**src/rtl/mem_cfg_pkg.sv**
```systemverilog
// Shared memory-port types and helpers for the interleaved_memory requester path.
// Holds the access-width encoding, the default memory size and the initiator FSM states.
package mem_cfg_pkg;

  typedef enum logic [1:0] {
    BYTE = 2'd0,
    HALF = 2'd1,
    WORD = 2'd2
  } mem_width_t;

  typedef enum logic [1:0] {
    IDLE  = 2'd0,
    ISSUE = 2'd1,
    WAIT  = 2'd2,
    RESP  = 2'd3
  } init_state_t;

  localparam int DEFAULT_ADDR_W = 10;
  localparam int MEM_BYTES      = 2**DEFAULT_ADDR_W;

  // The unused encoding 2'd3 is treated as a full word so it can never slip past the bound check
  function automatic logic [2:0] width_bytes(input mem_width_t width);
    case (width)
      BYTE:    width_bytes = 3'd1;
      HALF:    width_bytes = 3'd2;
      default: width_bytes = 3'd4;
    endcase
  endfunction

endpackage

```
**src/rtl/mem_bound_check.sv**
```systemverilog
// Combinational range check: an access is legal only if its last byte lies inside the memory.
module mem_bound_check
  import mem_cfg_pkg::*;
#(
  parameter int ADDR_W = 10
) (
  input  logic [ADDR_W-1:0] addr,
  input  mem_width_t        width,
  output logic              in_range
);

  localparam logic [ADDR_W:0] LIMIT = {1'b1, {ADDR_W{1'b0}}};

  logic [ADDR_W:0] end_addr;

  // One extra bit keeps addr + bytes from wrapping near the top of memory
  assign end_addr = {1'b0, addr} + {{(ADDR_W-2){1'b0}}, width_bytes(width)};
  assign in_range = (end_addr <= LIMIT);

endmodule

```
**src/rtl/mem_access_initiator.sv**
```systemverilog
// Requester side of the interleaved_memory port: one outstanding load/store at a time,
// registered memory-side signals, and exactly one response per accepted request.
module mem_access_initiator
  import mem_cfg_pkg::*;
#(
  parameter int ADDR_W = 10,
  parameter int DATA_W = 32
) (
  input  logic              clk_i,
  input  logic              rst_i,
  input  logic              req_valid_i,
  output logic              req_ready_o,
  input  logic              req_we_i,
  input  mem_width_t        req_width_i,
  input  logic              req_sext_i,
  input  logic [ADDR_W-1:0] req_addr_i,
  input  logic [DATA_W-1:0] req_wdata_i,
  output logic              rsp_valid_o,
  input  logic              rsp_ready_i,
  output logic [DATA_W-1:0] rsp_rdata_o,
  output logic              rsp_err_o,
  output mem_width_t        mem_width_o,
  output logic              mem_sext_o,
  output logic [ADDR_W-1:0] mem_addr_o,
  output logic              mem_we_o,
  output logic [DATA_W-1:0] mem_wdata_o,
  input  logic [DATA_W-1:0] mem_rdata_i
);

  init_state_t state, state_next;
  logic        in_range;
  logic        accept;

  mem_bound_check #(.ADDR_W(ADDR_W)) u_bound_check (
    .addr     (req_addr_i),
    .width    (req_width_i),
    .in_range (in_range)
  );

  assign req_ready_o = (state == IDLE);
  assign accept      = req_valid_i && req_ready_o;

  always_ff @(posedge clk_i) begin
    if (rst_i) state <= IDLE;
    else       state <= state_next;
  end

  // Out-of-range requests skip the memory entirely and go straight to the response
  always_comb begin
    state_next = state;
    case (state)
      IDLE:    if (accept) state_next = in_range ? ISSUE : RESP;
      ISSUE:   state_next = mem_we_o ? RESP : WAIT;
      WAIT:    state_next = RESP;
      RESP:    if (rsp_ready_i) state_next = IDLE;
      default: state_next = IDLE;
    endcase
  end

  // mem_we_o defaults low each cycle, so a store drives it only during its ISSUE cycle
  always_ff @(posedge clk_i) begin
    if (rst_i) begin
      rsp_valid_o <= 1'b0;
      rsp_err_o   <= 1'b0;
      rsp_rdata_o <= '0;
      mem_we_o    <= 1'b0;
      mem_addr_o  <= '0;
      mem_wdata_o <= '0;
      mem_sext_o  <= 1'b0;
      mem_width_o <= BYTE;
    end else begin
      mem_we_o    <= 1'b0;
      rsp_valid_o <= (state_next == RESP);
      case (state)
        IDLE: begin
          if (accept) begin
            rsp_rdata_o <= '0;
            rsp_err_o   <= !in_range;
            if (in_range) begin
              mem_we_o    <= req_we_i;
              mem_addr_o  <= req_addr_i;
              mem_width_o <= req_width_i;
              mem_sext_o  <= req_sext_i;
              mem_wdata_o <= req_wdata_i;
            end
          end
        end
        WAIT:    rsp_rdata_o <= mem_rdata_i;
        default: ;
      endcase
    end
  end

endmodule

```
**config.mk**
```make
export PLATFORM = sky130hd
export DESIGN_NAME = mem_access_initiator
export DESIGN_NICKNAME = d
export VERILOG_FILES = /design/src/rtl/mem_cfg_pkg.sv /design/src/rtl/mem_bound_check.sv /design/src/rtl/mem_access_initiator.sv
export SDC_FILE = /design/constraint.sdc
export NUM_CORES = 1
export LEC_CHECK = 0
export ABC_AREA = 1
export BUFFER_PORTS_ARGS = -buffer_cell sky130_fd_sc_hd__buf_2
export CORE_UTILIZATION = 48
export DETAILED_ROUTE_END_ITERATION = 8
export GPL_TIMING_DRIVEN = 0
export HOLD_SLACK_MARGIN = 0.1
export PLACE_DENSITY = 0.87
export SLEW_MARGIN = 20
export SYNTH_ARGS = -nofsm -noshare
export SYNTH_HDL_FRONTEND = slang
export SYNTH_SLANG_ARGS = --single-unit
```
**constraint.sdc**
```tcl
create_clock -name clk_i -period 3.2 [get_ports clk_i]
set_input_delay 0.16 -clock clk_i [delete_from_list [all_inputs] [get_ports clk_i]]
set_output_delay 0.16 -clock clk_i [all_outputs]
set_load 0.01 [all_outputs]
```
==> impl_metrics.tcl <==
set metrics [dict create \
    status "completed" \
    hold_viol 0 \
    grt_first_pass_wirelength_um 17600 \
    cts_buffers 9 \
    period_needed_ns 2.41 \
    yosysTopAreaCell "dfxtp_1" \
    die-area_um2 6920 \
    dpl.hpwl_um 6380 \
    busiest_layer "met2" \
    cts_tree "yes" \
    place_congestion 0.851 \
    hold_buffers 72 \
    max-vdd-ir-drop_mv 0.348 \
    ys_types 19 \
    antenna_found_initial 0 \
    setup_viol 0 \
    fmax_ghz 0.416 \
    timing.rr.start "state[0]$_SDFF_PP0_" \
    ys_ff_latch 82 \
    firstDrtPassIters 5 \
    slew_viol_final 0 \
    synth_area_um2 3160 \
    hp-class "in -> reg" \
    start_util_pct 49.8 \
    critPathLaunchType "input pin" \
    finalCritPeriodShare_pct 75.2 \
    htree_levels 3 \
    yosys-top-cells-area "dfxtp_1, nand2_1, nand4_1" \
    ys_warn_count 0 \
    wire_per_inst_um 14.8 \
    io_buffers 161 \
    rsz0062_at_grt "false" \
    gr-usage-met2_pct 57.2 \
    cts.sinks 82 \
    rows 29 \
    syn-num-nets 487 \
    die_h_um 83.2 \
    cts_setup_buffers 0 \
    grt_pass1_vias 3826 \
    cp.required_ns 3.47 \
    yosysSeqAreaShare_pct 51.9 \
    setup_tns_ns 0 \
    antenna_cells 0 \
    synth_top_area_share_pct 51.9 \
    core-area_um2 6350 \
    clk_latency_ns 0.33 \
    clockBufferDepth 2 \
    powerDensity_nw_per_um2 461 \
    area_growth_pct 57.0 \
    grt_remaining_overflow 0 \
    avgSynthCellArea_um2 7.89 \
    min_from "req_wdata_i[16]" \
    vias_per_cell 5.34 \
    cts_root_buffer "clkbuf_8" \
    track_usage_pct 31.5 \
    worstPathMaxFanout 10 \
    finClkSkew_ns 0.0122 \
    cts.repair.resized 0 \
    grt_max_degree 14 \
    via_count 3888 \
    p_leak_nw 2.50 \
    grt_util_met3_pct 6.86 \
    total_power_mw 2.29 \
    rrSetupSlack_ns 1.71 \
    fp.dieW_um 83.2 \
    drt-total-wl_um 10800 \
    nets 732 \
    grt_use_met1_pct 33.2 \
    ant_nets 0 \
    io_pins 163 \
    slew-limit-headroom_pct 66.5 \
    r2r_cells 5 \
    drive_gt1_share_pct 30.3 \
    hold_depth 3 \
    r2r-end "mem_addr_o[6]$_SDFFE_PP0P_" \
    min_to "mem_wdata_o[16]$_SDFFE_PP0P_" \
    drc 0 \
    critPathArrivalTime_ns 2.68 \
    synthCells 401 \
    dpl-instance-area_um2 4070 \
    clk_pin_slew_ns 0.07 \
    final_cell_area_um2 4970 \
    drtIter0Drc 204 \
    worst_setup_path_end_kind "register" \
    max-cap-violations 0 \
    critical_path_class "in -> reg" \
    worstMarginPinSlew_ns 0.503 \
]
==> power breakdown <==
group,internal (mW),switching (mW)
clock network,0.304,0.356
registers,1.10,0.0421
logic,0.219,0.271
==> sequential cells by signal, indices dropped and copies added, names as in the netlist <==
signal	cells
state	2
mem_wdata_o	32
mem_width_o	2
mem_we_o	1
mem_addr_o	10
mem_sext_o	1
rsp_valid_o	1
rsp_err_o	1
rsp_rdata_o	32
==> Yosys cell counts <==
cell type  number
buf_2          13
fa_1            1
nand4_1        45
buf_1           4
nand2_1       124
nor3_1          1
o211ai_1        1
nor3_4          1
buf_4           5
o21ai_0         1
clkbuf_1       13
nor2_2          2
nand3_1        48
dfxtp_1        82
nand2_2         1
nor2_1          8
a21oi_1        38
ha_1            3
inv_1          10
==> stage by stage <==
stage / worst slack [ns] / utilization (%) / instances / hold slack, ns
CTS: 0.934 / 78.1 / 727 / 0.100
floorplan: 1.52 / - / 401 / 0.298
global placement: 1.18 / 64.0 / 639 / 0.399
detailed placement: 1.14 / 64.0 / 639 / 0.405
global route: 0.674 / 78.2 / 728 / 0.107
finish: 0.795 / 78.2 / 728 / 0.103
==> cell families after synthesis <==
family                   after synthesis  share of synthesized area [%]
buffers and inverters                 45                           6.45
AND/OR/NAND/NOR                      230                           33.4
AO/OA/AOI/OAI                         40                           6.41
adder cells (fa/ha/maj)                4                           1.82
flip-flops                            82                           51.9
==> placed cells by master, fill, tap and decap left out, types with 2 or more instances in the layout <==
master,count
nand3_1,48
dfxtp_1,82
clkinv_2,2
nor2_2,2
ha_1,3
buf_2,174
nor2_1,8
a21oi_1,38
buf_1,4
nand4_1,45
nand2_1,124
inv_1,10
clkbuf_8,10
dlygate4sd3_1,73
buf_4,5
clkbuf_1,15
==> cell type report <==
class	instances	area, um^2
buffer	35	166
multi-input combinational	274	1320
timing repair buffer	234	1540
tap	77	96.3
clock inverter	4	26.3
fill	433	1380
sequential	82	1640
inverter	10	37.5
clock buffer	12	145
==> worst max-delay path by stage <==
stage / to / depth (start not counted) / start / slack, ns
global placement: mem_wdata_o[3]$_SDFFE_PP0P_ / 10 / req_width_i[1] / 1.18
finish: mem_wdata_o[3]$_SDFFE_PP0P_ / 10 / req_addr_i[0] / 0.79
floorplan: mem_wdata_o[0]$_SDFFE_PP0P_ / 9 / req_width_i[1] / 1.52
detailed placement: mem_wdata_o[0]$_SDFFE_PP0P_ / 10 / req_width_i[1] / 1.14
global route: mem_wdata_o[3]$_SDFFE_PP0P_ / 10 / req_addr_i[0] / 0.67
CTS: mem_wdata_o[1]$_SDFFE_PP0P_ / 10 / req_addr_i[0] / 0.93
==> critical path, stage by stage <==
cell and delay, ns:
dlygate4sd3_1 0.55, buf_2 0.13, ha_1 0.22, fa_1 0.46
nor3_1 0.24, nand2_1 0.12, nand2_1 0.13, clkbuf_1 0.38
nand4_1 0.18, nand2_1 0.10
==> layer usage <==
layer	up-vias	routed length (um)
met2	201	5620
li1	1848	-
met1	1790	4020
met3	49	659
met5	-	0
met4	0	477
Power figures use the tool's default switching activity.
